--- src/rtl/store_align.sv ---
// -----------------------------------------------------------------------------
// store_align
//
// Store-path data formatter for the RV32 core. A store request (byte address,
// 32-bit register data, access size) is narrowed to its byte/half/word payload,
// shifted into byte-lane position and presented to the data-memory write port
// as one or two word-aligned beats with byte enables. A store whose bytes run
// past the end of the addressed word is split into a second beat at the next
// word address (wrapping modulo 2^ADDR_WIDTH).
//
// Ports
//   clk        in   clock, rising edge
//   rst_n      in   asynchronous active-low reset
//   req_valid  in   store request present
//   req_ready  out  request accepted this cycle if valid (high only in IDLE)
//   req_addr   in   byte address of the store
//   req_data   in   store data, low 1/2/4 bytes used according to size
//   req_size   in   00 byte, 01 half, 10 word, 11 illegal
//   bus_valid  out  write beat valid (BEAT0/BEAT1)
//   bus_ready  in   memory accepts the current beat
//   bus_addr   out  word-aligned beat address
//   bus_wdata  out  lane-positioned write data
//   bus_be     out  byte enables, bit i covers bus_wdata[8i+7:8i]
//   done       out  one-cycle pulse after the last beat is accepted
//   err        out  one-cycle pulse after an illegal-size request is accepted
//   busy       out  a store is in flight
// -----------------------------------------------------------------------------
module store_align #(
  parameter int ADDR_WIDTH = 32
) (
  input  logic                  clk,
  input  logic                  rst_n,
  input  logic                  req_valid,
  output logic                  req_ready,
  input  logic [ADDR_WIDTH-1:0] req_addr,
  input  logic [31:0]           req_data,
  input  logic [1:0]            req_size,
  output logic                  bus_valid,
  input  logic                  bus_ready,
  output logic [ADDR_WIDTH-1:0] bus_addr,
  output logic [31:0]           bus_wdata,
  output logic [3:0]            bus_be,
  output logic                  done,
  output logic                  err,
  output logic                  busy
);

  typedef enum logic [1:0] {
    IDLE  = 2'b00,
    BEAT0 = 2'b01,
    BEAT1 = 2'b10
  } state_t;

  localparam logic [1:0] SIZE_BYTE    = 2'b00;
  localparam logic [1:0] SIZE_HALF    = 2'b01;
  localparam logic [1:0] SIZE_WORD    = 2'b10;
  localparam logic [1:0] SIZE_ILLEGAL = 2'b11;

  // Byte offset of one word, used to step to the second beat's address.
  localparam logic [ADDR_WIDTH-1:0] WORD_STEP = {{(ADDR_WIDTH-3){1'b0}}, 3'b100};

  // Keep only the bytes that the access size covers; upper bytes become 0.
  function automatic logic [31:0] mask_data(input logic [31:0] data,
                                            input logic [1:0]  size);
    logic [31:0] res;
    case (size)
      SIZE_BYTE: res = {24'h00_0000, data[7:0]};
      SIZE_HALF: res = {16'h0000, data[15:0]};
      SIZE_WORD: res = data;
      default:   res = 32'h0000_0000;
    endcase
    return res;
  endfunction

  // Unshifted byte-enable pattern for the access size.
  function automatic logic [3:0] mask_be(input logic [1:0] size);
    logic [3:0] res;
    case (size)
      SIZE_BYTE: res = 4'b0001;
      SIZE_HALF: res = 4'b0011;
      SIZE_WORD: res = 4'b1111;
      default:   res = 4'b0000;
    endcase
    return res;
  endfunction

  state_t                  state_r;
  state_t                  state_nx;

  // Second-beat payload, prepared at accept time so the switch from beat0 to
  // beat1 is a plain register copy.
  logic [ADDR_WIDTH-1:0]   hi_addr_r;
  logic [31:0]             hi_data_r;
  logic [3:0]              hi_be_r;

  logic                    done_r;
  logic                    err_r;
  logic [ADDR_WIDTH-1:0]   bus_addr_r;
  logic [31:0]             bus_wdata_r;
  logic [3:0]              bus_be_r;

  logic                    accept_s;
  logic                    legal_s;
  logic [31:0]             mdata_s;
  logic [3:0]              mbe_s;
  logic [63:0]             lane_s;
  logic [7:0]              be8_s;
  logic [ADDR_WIDTH-1:0]   base_s;
  logic                    load_lo_s;
  logic                    load_hi_s;
  logic                    done_nx;
  logic                    err_nx;

  assign accept_s = req_valid && (state_r == IDLE);
  assign legal_s  = (req_size != SIZE_ILLEGAL);

  // Position request data and enables into a two-word lane window.
  always_comb begin
    mdata_s = mask_data(req_data, req_size);
    mbe_s   = mask_be(req_size);
    lane_s  = {32'h0000_0000, mdata_s} << {req_addr[1:0], 3'b000};
    be8_s   = {4'b0000, mbe_s} << req_addr[1:0];
    base_s  = {req_addr[ADDR_WIDTH-1:2], 2'b00};
  end

  // FSM state register.
  always_ff @(posedge clk or negedge rst_n) begin
    if (!rst_n) begin
      state_r <= IDLE;
    end else begin
      state_r <= state_nx;
    end
  end

  // FSM next-state and datapath control decode.
  always_comb begin
    state_nx  = state_r;
    load_lo_s = 1'b0;
    load_hi_s = 1'b0;
    done_nx   = 1'b0;
    err_nx    = 1'b0;
    case (state_r)
      IDLE: begin
        if (accept_s) begin
          if (legal_s) begin
            state_nx  = BEAT0;
            load_lo_s = 1'b1;
          end else begin
            // Illegal size: report and stay idle, no bus traffic.
            state_nx  = IDLE;
            err_nx    = 1'b1;
          end
        end else begin
          state_nx = IDLE;
        end
      end
      BEAT0: begin
        if (bus_ready) begin
          if (hi_be_r != 4'b0000) begin
            state_nx  = BEAT1;
            load_hi_s = 1'b1;
          end else begin
            state_nx  = IDLE;
            done_nx   = 1'b1;
          end
        end else begin
          state_nx = BEAT0;
        end
      end
      BEAT1: begin
        if (bus_ready) begin
          state_nx = IDLE;
          done_nx  = 1'b1;
        end else begin
          state_nx = BEAT1;
        end
      end
      default: begin
        state_nx = IDLE;
      end
    endcase
  end

  // Beat registers and status pulses; beat fields only change on a load, so
  // they stay stable under backpressure.
  always_ff @(posedge clk or negedge rst_n) begin
    if (!rst_n) begin
      bus_addr_r  <= '0;
      bus_wdata_r <= 32'h0000_0000;
      bus_be_r    <= 4'b0000;
      hi_addr_r   <= '0;
      hi_data_r   <= 32'h0000_0000;
      hi_be_r     <= 4'b0000;
      done_r      <= 1'b0;
      err_r       <= 1'b0;
    end else begin
      done_r <= done_nx;
      err_r  <= err_nx;
      if (load_lo_s) begin
        bus_addr_r  <= base_s;
        bus_wdata_r <= lane_s[31:0];
        bus_be_r    <= be8_s[3:0];
        hi_addr_r   <= base_s + WORD_STEP;
        hi_data_r   <= lane_s[63:32];
        hi_be_r     <= be8_s[7:4];
      end else if (load_hi_s) begin
        bus_addr_r  <= hi_addr_r;
        bus_wdata_r <= hi_data_r;
        bus_be_r    <= hi_be_r;
      end else begin
        bus_addr_r  <= bus_addr_r;
        bus_wdata_r <= bus_wdata_r;
        bus_be_r    <= bus_be_r;
      end
    end
  end

  assign req_ready = (state_r == IDLE);
  assign bus_valid = (state_r != IDLE);
  assign busy      = (state_r != IDLE);
  assign bus_addr  = bus_addr_r;
  assign bus_wdata = bus_wdata_r;
  assign bus_be    = bus_be_r;
  assign done      = done_r;
  assign err       = err_r;

endmodule

--- config.mk ---
export PLATFORM = sky130hd
export DESIGN_NAME = store_align
export DESIGN_NICKNAME = d
export VERILOG_FILES = /design/src/rtl/store_align.sv
export SDC_FILE = /design/constraint.sdc
export NUM_CORES = 1
export LEC_CHECK = 0
export BUFFER_PORTS_ARGS = -buffer_cell sky130_fd_sc_hd__buf_2
export CAP_MARGIN = 20
export CORE_ASPECT_RATIO = 1.4
export CORE_UTILIZATION = 49
export DETAILED_ROUTE_END_ITERATION = 12
export GPL_TIMING_DRIVEN = 0
export PLACE_DENSITY = 0.86
export SETUP_SLACK_MARGIN = 0.15
export SLEW_MARGIN = 20
export SYNTH_ARGS = -nofsm -noshare
export SYNTH_HDL_FRONTEND = slang
export SYNTH_SLANG_ARGS = --single-unit
--- constraint.sdc ---
create_clock -name clk -period 1.7 [get_ports clk]
set_input_delay 0.17 -clock clk [delete_from_list [all_inputs] [get_ports clk]]
set_output_delay 0.17 -clock clk [all_outputs]
set_load 0.01 [all_outputs]
=== Word-level counts from Yosys, hierarchy flattened ===
Cells that the tools add are included.

* Bits in registers: 140
* Bits in latches: 0
* RAM bits: 0
* Bits in read-only memories: 0
* Input bits: 70
* Memories: 0

* Add/subtract/negate cells: 1
* $mul: 0
* Div/mod/pow operators: 0
* Magnitude comparators: 0
* Equality and inequality tests: 5
* Shifts and indexed selects: 2
* Mux-type cells: 27
* Bitwise operators: 0
* Reduce and logical (&&, ||, !) cells: 6

{| class="wikitable"
|+ Operators with widths
! cell !! count
|-
| $mux 32 || 4
|-
| $pmux 32 s3 || 1
|-
| $shl 32x5->64 || 1
|-
| $add 32x3->32 const B || 1
|-
| $mux 1 || 13
|-
| $pmux 4 s3 || 1
|-
| $mux 2 || 4
|-
| $mux 4 || 2
|-
| $shl 4x2->8 || 1
|-
| $pmux 2 s3 || 1
|-
| $eq 2x1->1 const B || 2
|-
| $eq 2x2->1 const B || 2
|-
| $logic_not 2->1 || 2
|-
| $reduce_bool 2->1 || 2
|-
| $reduce_bool 4->1 || 1
|-
| $ne 2x2->1 const B || 1
|-
| $pmux 1 s2 || 1
|-
| $logic_and 1x1->1 || 1
|}

=== Longest topological paths before layout ===
Gate-level depths: netlist (run 1).

* Depth in word-level cells: 6
* Mapped depth: 9

=== Worst setup path before layout (run 1) ===
No wires, ideal clock.

* Kind: reg2reg
* Start point: register state_r[0]
* End point: register bus_wdata_r[14], in the netlist bus_wdata[14]
* Library setup time: 137 ps
* Data arrival time: 1677 ps
* Path slack: -114 ps
* Stages on the path, launching flop included: 10
* Period minus slack after synthesis: 1814 ps
* Cells stage by stage: dfrtp_1 inv_1 ha_1 nand2_1 or2_1 buf_2 buf_2 buf_1 a21oi_1 a21oi_1

* Word-level cells in the longest chain between the ends: 5
* Elaborated cells on any way between the ends: 8
* Those cells by class: eq/ne (1); mux (4); reduce/logical (3)

{| class="wikitable"
|+ RTL lines
! element !! line !! RTL
|-
| from (decl) || 87 || <nowiki>state_t state_r;</nowiki>
|-
| from (signal assigned) || 131 || <nowiki>state_r <= state_nx;</nowiki>
|-
| $logic_not 2->1 (*) || n/a ||
|-
| named net req_ready || 34 || <nowiki>output logic req_ready,</nowiki>
|-
| $logic_and 1x1->1 || 114 || <nowiki>assign accept_s = req_valid && (state_r == IDLE);</nowiki>
|-
| $mux 1 || 144 || <nowiki>if (accept_s) begin</nowiki>
|-
| $mux 1 (*) || 142 || <nowiki>case (state_r)</nowiki>
|-
| $mux 32 or $reduce_bool 2->1 (tied branches) || n/a ||
|-
| to (signal assigned) || 201 || <nowiki>bus_wdata_r <= lane_s[31:0];</nowiki>
|-
| to (signal assigned) || 208 || <nowiki>bus_wdata_r <= hi_data_r;</nowiki>
|-
| to (signal assigned) || 212 || <nowiki>bus_wdata_r <= bus_wdata_r;</nowiki>
|-
| to (decl) || 99 || <nowiki>logic [31:0] bus_wdata_r;</nowiki>
|}

The timed path passes the listed nets; every way through them passes the cells marked *.
A chain may end at the register's enable or synchronous reset.

=== Worst setup path in the final report (run 1) ===
* Start point: register state_r[1]
* End point: register hi_data_r[21]

* Word-level cells in the longest chain between the ends: 4

{| class="wikitable"
|+ RTL lines
! element !! line !! RTL
|-
| $logic_not 2->1 (*) || 114, 142 ||
|-
| $logic_and 1x1->1 || 114 ||
|-
| $mux 1 || 144 ||
|-
| $mux 1 (*) || 142 ||
|-
| to (signal assigned) || 204 || <nowiki>hi_data_r <= lane_s[63:32];</nowiki>
|-
| to (decl) || 93 || <nowiki>logic [31:0] hi_data_r;</nowiki>
|}

Mark *: on every way between the ends. The rest lies on a longest branch, timed or not.

==> qor.txt, run 1 <==
run status -> finished with violations
failing checks -> negative setup slack
top_reg_cell synth -> dfrtp_1
Filler cells -> 869
crit share post-route -> 107%
width of the chip -> 99.5 um
worst path cell trace -> inv_2 -> ha_4 -> nand2_4 -> or2_4 -> buf_8 -> buf_6 -> nor3_4 -> buf_12 -> a22o_1
Leak -> 0.00442 uW
final HPWL from detailed placement -> 13600 um
internal power -> 9180 uW
Tmin final -> 1820 ps
Register Area -> 3180 um^2
IO Count -> 143
RSZ-0062 raised after global routing -> true
Synth Area in Adders -> 1.92%
final clock skew -> 9.09 ps
Synth-to-Final Area Change -> 41.3%
min-delay worst type -> in2reg
number of max-cap violations -> 0
portion of netlist area occupied by mux cells -> 9.07%
crit path kind -> reg2reg
startpoint types -> register
initial antenna violation count -> 0
Tot GR Track Use -> 30.5%
CTS tree -> built
fin worst setup slack -> -124 ps
Post-synth EDFFs -> 0
GRT Residual Overflow -> 0
worst-path fanout max -> 8
Die ar. -> 13800 um^2
most used routing layer -> met2
Sink Count -> 127
Final Hold Vio Count -> 0
DRC Markers -> 0
delay-heaviest family, CP -> buffers and inverters
Synth area leaders -> dfrtp_1, mux2i_1, nand2_1
first drt pass iteration count -> 5
Slew Limit Fails -> 0
die height -> 139 um
part of the power in registers -> 34.2%
cell area after layout -> 9220 um^2
arrival time of the worst setup path -> 2170 ps
IO buf count -> 138
Sw Ratio -> 37.5%
Via density -> 5.92
largest net degree at the start of global routing -> 69
post-synthesis simple-gate area fraction -> 16.4%
commonest non-fill, non-tap cell in the layout -> buf_2
Slew @ Worst Pin -> 799 ps
Global Route met1 Usage -> 35.6%
vias in the first global route -> 6276
GR Util met3 -> 6.07%
Post-Syn Area per Cell -> 9.48 um^2
row cnt -> 49
first-pass GRT wire length -> 32400 um
synth unique cells -> 42
area occupied by multi-input gates -> 3470 um^2
Gate power share -> 41.5%
CTS Buf Count -> 17
clk slew on worst S/H paths -> 60 ps
Synth Register Bits -> 127
DP Area -> 7630 um^2
DR iter-0 viols -> 436
endpoint type of the worst setup path -> register
Pwr Density -> 1590 nW/um^2
final setup vio count -> 54
Ys Warns -> 0
Peak VDD IR -> 0.868 mV
CP peak stage delay -> 400 ps
synthesized instance count -> 688
Clk pwr share -> 24.4%
fraction of layout cells with a size suffix above 1 -> 38.9%
proportion of netlist area held by the largest area contributor -> 48.7%
routed length per instance -> 20.1 um
largest family of logic cells by synthesized area -> simple AND/OR/NAND/NOR gates
Routability Congestion -> 0.940
Vias -> 6350
Skew-Pair Late Insertion Delay -> 420 ps
Crit-path slowest cell -> dfrtp_1
met2 Use GR -> 52.1%
worst-case clock buffer depth -> 2
Place WS -> -451 ps
most frequent cells in the layout -> buf_2, dfrtp_1, nand2_1
Pwr Total -> 14700 uW
register area share after synthesis -> 48.7%
Compound-Gate Fraction of Synth Area -> 15.7%
Req. time, crit path -> 2050 ps
fin nets -> 962
antenna cell count -> 0
Core Box Area -> 12900 um^2
Initial Util -> 50.4%
H-tree levels -> 4
Async S/R FF share, synth -> 100%
Sw Pwr -> 5510 uW
Syn Std Cell Area -> 6520 um^2
Max transition margin -> 46.7%
f_max -> 548 MHz
Root Buffer -> clkbuf_16
XOR/XNOR Fraction of Synth Area -> 3.76%
largest area contributor in the netlist -> dfrtp_1
final wirelength -> 21500 um
Final ANT Viol Nets -> 0
Buf/Inv on CP -> 4
==> cells in the mapped netlist, types with 3 or more instances <==
| library cell | count |
|---|---|
| dfrtp_1 | 127 |
| nand4_1 | 3 |
| buf_6 | 3 |
| and3_1 | 4 |
| o22ai_1 | 8 |
| nand3_1 | 17 |
| o21ai_0 | 70 |
| buf_1 | 10 |
| buf_2 | 12 |
| clkbuf_1 | 21 |
| nand2_1 | 121 |
| a32oi_1 | 8 |
| nor2_1 | 47 |
| a221o_1 | 8 |
| buf_4 | 5 |
| mux2i_1 | 49 |
| a22o_1 | 8 |
| xor2_1 | 5 |
| a211oi_1 | 9 |
| o21ai_1 | 13 |
| and4_1 | 3 |
| mux2_2 | 9 |
| nor3_2 | 8 |
| xnor2_1 | 23 |
| a21oi_1 | 48 |
| inv_1 | 11 |
| nor3_1 | 8 |
| ha_1 | 10 |
==> flip-flops by register name, summed over array words and instances, names as in the netlist <==
register / cells
bus_wdata: 32
bus_be: 4
bus_addr: 30
state_r: 2
hi_be_r: 3
done: 1
err: 1
hi_addr_r: 30
hi_data_r: 24
==> area by class of cell <==
| cell class | count | area share (%) |
|---|---|---|
| clock inverters | 15 | 1.57 |
| inverters | 11 | 0.448 |
| flip-flops and latches | 127 | 34.5 |
| plain buffers | 50 | 5.57 |
| multi-input cells | 500 | 37.7 |
| repair buffers | 175 | 13.2 |
| clock buffers | 17 | 4.62 |
| well taps | 178 | 2.42 |
==> path summary, 6_finish.rpt <==
path | startpoint | to | slack, ps | depth (start not counted)
max | state_r[1]$_DFF_PN0_ | hi_data_r[21]$_DFFE_PN0P_ | -120 | 9
min | req_addr[17] | bus_addr[17]$_DFFE_PN0P_ | 6 | 3
max reg2reg | state_r[1]$_DFF_PN0_ | hi_data_r[21]$_DFFE_PN0P_ | -120 | 9
min reg2reg | hi_addr_r[3]$_DFFE_PN0P_ | hi_addr_r[3]$_DFFE_PN0P_ | 480 | 2
max in group asynchronous | rst_n | bus_addr[3]$_DFFE_PN0P_ | 670 | 3
min in group asynchronous | rst_n | bus_wdata[19]$_DFFE_PN0P_ | 290 | 2
==> logic make-up after synthesis <==
group                      Yosys count
buffers and inverters               62
and+or+nand+nor                    226
DFF                                127
AOI/OAI and AO/OA                  176
xor gates and xnor gates            28
adders and majority gates           10
muxes                               58
other                                1
==> layer usage <==
metal,vias up,share of wire [%]
li1,2799,-
met1,3093,36
met2,365,51
met3,93,7.9
met4,0,5.0
met5,-,0
==> through the flow <==
step | hold slack, ps | utilization [%] | std cells | TNS [ps]
final | 6.09 | 71.3 | 1073 | -2370
after global routing | 7.03 | 71.3 | 1073 | -6260
after CTS | 1.14 | 68.6 | 1067 | -1420
after detailed placement | 178 | 59.0 | 1006 | -14870
after global placement | 403 | 58.7 | 1005 | -160170
after floorplan | -126 | - | 689 | 0
==> timing repair <==
| item | CTS | global route |
|---|---|---|
| hold buffers | 4 | 0 |
| endpoints found under the hold margin | 62 | 0 |
| setup endpoints to repair | 126 | 127 |
| pin swaps | 34 | 32 |
| cloned | 6 | 3 |
| setup buffers | 20 | 3 |
| gates resized for setup | 113 | 73 |
==> worst reg2reg max path, delay by kind of cell (launching register included) <==
family                     cells  cell delay [ps]
DFF                            1              400
buffers and inverters          4              530
and+or+nand+nor                3              520
AOI/OAI and AO/OA              1              140
adders and majority gates      1              150
==> power groups by stage <==
stage	Sequential, uW	Clock (uW)	Combinational [uW]
after floorplan	5220	0	2450
after global placement	4940	0	4400
after detailed placement	4980	0	4550
after CTS	4930	3560	5470
after global routing	5130	3700	6540
final	5020	3580	6090
Power figures use the tool's default switching activity.
==> run 2, diff against run 1 <==
--- a/config.mk
+++ b/config.mk
@@ -11,6 +11,6 @@
 export CORE_UTILIZATION = 49
 export DETAILED_ROUTE_END_ITERATION = 12
-export GPL_TIMING_DRIVEN = 0
 export PLACE_DENSITY = 0.86
+export REMOVE_ABC_BUFFERS = 1
 export SETUP_SLACK_MARGIN = 0.15
 export SLEW_MARGIN = 20
==> constraint.sdc (replaced) <==
create_clock -name clk -period 1.7 [get_ports clk]
set_input_delay 0.17 -clock clk [delete_from_list [all_inputs] [get_ports clk]]
set_output_delay 0.17 -clock clk [all_outputs]
set_load 0.02 [all_outputs]
==> run 2 against run 1 <==
  * The flow still finishes with violations (negative setup slack)
  * Combinational power is 22% higher
  * Sequential share of layout area is 2.1 points lower
  * Final area is 6.5% higher
  * First-iteration DRC count is 13% higher
  * Register-to-register slack hardly changed
  * Largest cell class unchanged
  * Critical path type unchanged
  * Sequential cell count stayed put
  * Utilization is 4.6 points higher
  * Hold slack better by 0.83 ps
==> qor.txt, run 2 (same netlist as run 1, synthesis figures left out) <==
clk slew on worst S/H paths -> 60 ps
largest net degree at the start of global routing -> 63
Crit-path slowest cell -> dfrtp_1
initial antenna violation count -> 0
Via density -> 6.07
min-delay worst type -> in2reg
Tmin final -> 1830 ps
commonest non-fill, non-tap cell in the layout -> buf_2
failing checks -> negative setup slack
Req. time, crit path -> 1990 ps
final clock skew -> 13.1 ps
fraction of layout cells with a size suffix above 1 -> 43.4%
vias in the first global route -> 6453
final HPWL from detailed placement -> 12400 um
Initial Util -> 50.4%
width of the chip -> 99.5 um
hold_ws -> 6.92 ps
number of max-cap violations -> 0
Hold Crit Depth -> 2
fin nets -> 973
worst r2r dst -> bus_wdata[23]$_DFFE_PN0P_
routed length per instance -> 21.6 um
Die ar. -> 13800 um^2
final setup vio count -> 22
fin worst setup slack -> -133 ps
Crit path depth -> 8
Core Box Area -> 12900 um^2
Final Hold Vio Count -> 0
H-tree levels -> 4
first-pass GRT wire length -> 32300 um
delay-heaviest family, CP -> buffers and inverters
IO Count -> 143
Vias -> 6581
Sink Count -> 127
Peak VDD IR -> 1.05 mV
final wirelength -> 23500 um
DR iter-0 viols -> 494
DP Area -> 7780 um^2
Worst Setup EP -> bus_wdata[23]$_DFFE_PN0P_
Hold Startpoint -> req_data[27]
Routability Congestion -> 0.847
Slew @ Worst Pin -> 969 ps
DRC Markers -> 0
f_max -> 545 MHz
Skew-Pair Late Insertion Delay -> 420 ps
crit path kind -> reg2reg
worst-path fanout max -> 6
most frequent cells in the layout -> buf_2, dfrtp_1, nand2_1
max FFs per register -> 32
Max transition margin -> 35.0%
CP peak stage delay -> 390 ps
die height -> 139 um
IO buf count -> 140
worst path cell trace -> inv_2 -> ha_4 -> nand2_4 -> or2_4 -> buf_6 -> clkbuf_16 -> a211oi_1 -> a21oi_1
GRT Residual Overflow -> 0
Final ANT Viol Nets -> 0
row cnt -> 49
worst-case clock buffer depth -> 2
Buf/Inv on CP -> 3
cell area after layout -> 9820 um^2
Total Neg Setup Slack -> -552 ps
Root Buffer -> clkbuf_16
R2R Setup Slk -> -130 ps
Synth-to-Final Area Change -> 50.5%
CTS Buf Count -> 17
RSZ-0062 raised after global routing -> true
Pwr Density -> 1710 nW/um^2
Slew Limit Fails -> 0
Filler cells -> 778
crit share post-route -> 108%
worst reg2reg startpoint -> state_r[1]$_DFF_PN0_
first drt pass iteration count -> 5
CP startpoint -> state_r[1]$_DFF_PN0_
endpoint type of the worst setup path -> register
startpoint types -> register
Place WS -> -157 ps
CTS tree -> built
arrival time of the worst setup path -> 2120 ps
Tot GR Track Use -> 30.3%
antenna cell count -> 0
r2r worst-path depth -> 8
run status -> finished with violations
Leak -> 0.00475 uW
Pwr Total -> 16800 uW
==> run 2: power breakdown <==
part | leakage [uW] | switching [uW] | internal, uW
sequential | 0.00161 | 947 | 4260
combinational | 0.00283 | 4050 | 3400
clock | 0.000313 | 1430 | 2690
==> run 2: routing by layer <==
metal	global-route usage (%)	vias to the layer above	part of all wire, %
met2	54.0	430	53
li1	-	2826	-
met4	19.6	0	6.2
met5	0	-	0
met3	5.76	138	6.9
met1	32.1	3187	34
==> run 2: final cells by class <==
class,count,area [um^2],share of cell area (%)
Tap cell,178,223,2.27
Clock inverter,12,208,2.12
Sequential cell,127,3180,32.4
Clock buffer,20,457,4.65
Inverter,11,41.3,0.421
Multi-Input combinational cell,501,3600,36.7
Timing Repair Buffer,235,2110,21.5
==> run 2: worst min-delay path by stage <==
| stage | slack, ps | to |
|---|---|---|
| after global routing | 9 | hi_data_r[19]$_DFFE_PN0P_ |
| after floorplan | -130 | bus_addr[10]$_DFFE_PN0P_ |
| after CTS | 5 | bus_addr[3]$_DFFE_PN0P_ |
| final | 7 | hi_data_r[19]$_DFFE_PN0P_ |
| after global placement | 140 | hi_addr_r[7]$_DFFE_PN0P_ |
| after detailed placement | 140 | hi_addr_r[7]$_DFFE_PN0P_ |
==> run 2: worst register-to-register path, delay by kind of cell, from the launching register on <==
| family | cells | cell delay, ps |
|---|---|---|
| buffers and inverters | 3 | 420 |
| AOI/OAI and AO/OA | 2 | 420 |
| DFF | 1 | 390 |
| and+or+nand+nor | 2 | 340 |
| adders and majority gates | 1 | 150 |
==> run 2: stage by stage <==
stage                     cells  util, %
after detailed placement   1010     60.2
after global placement     1010     60.2
after floorplan             638        -
after global routing       1084     75.9
final                      1084     75.9
after CTS                  1068     70.4
==> run 2: what timing repair did <==
action	4_1_cts	5_1_grt
hold endpoints to repair	28	0
hold buffers	4	0
gates cloned	11	11
resized for setup	81	165
endpoints found under the setup margin	116	126
buffers inserted	11	5
pin swaps	19	48
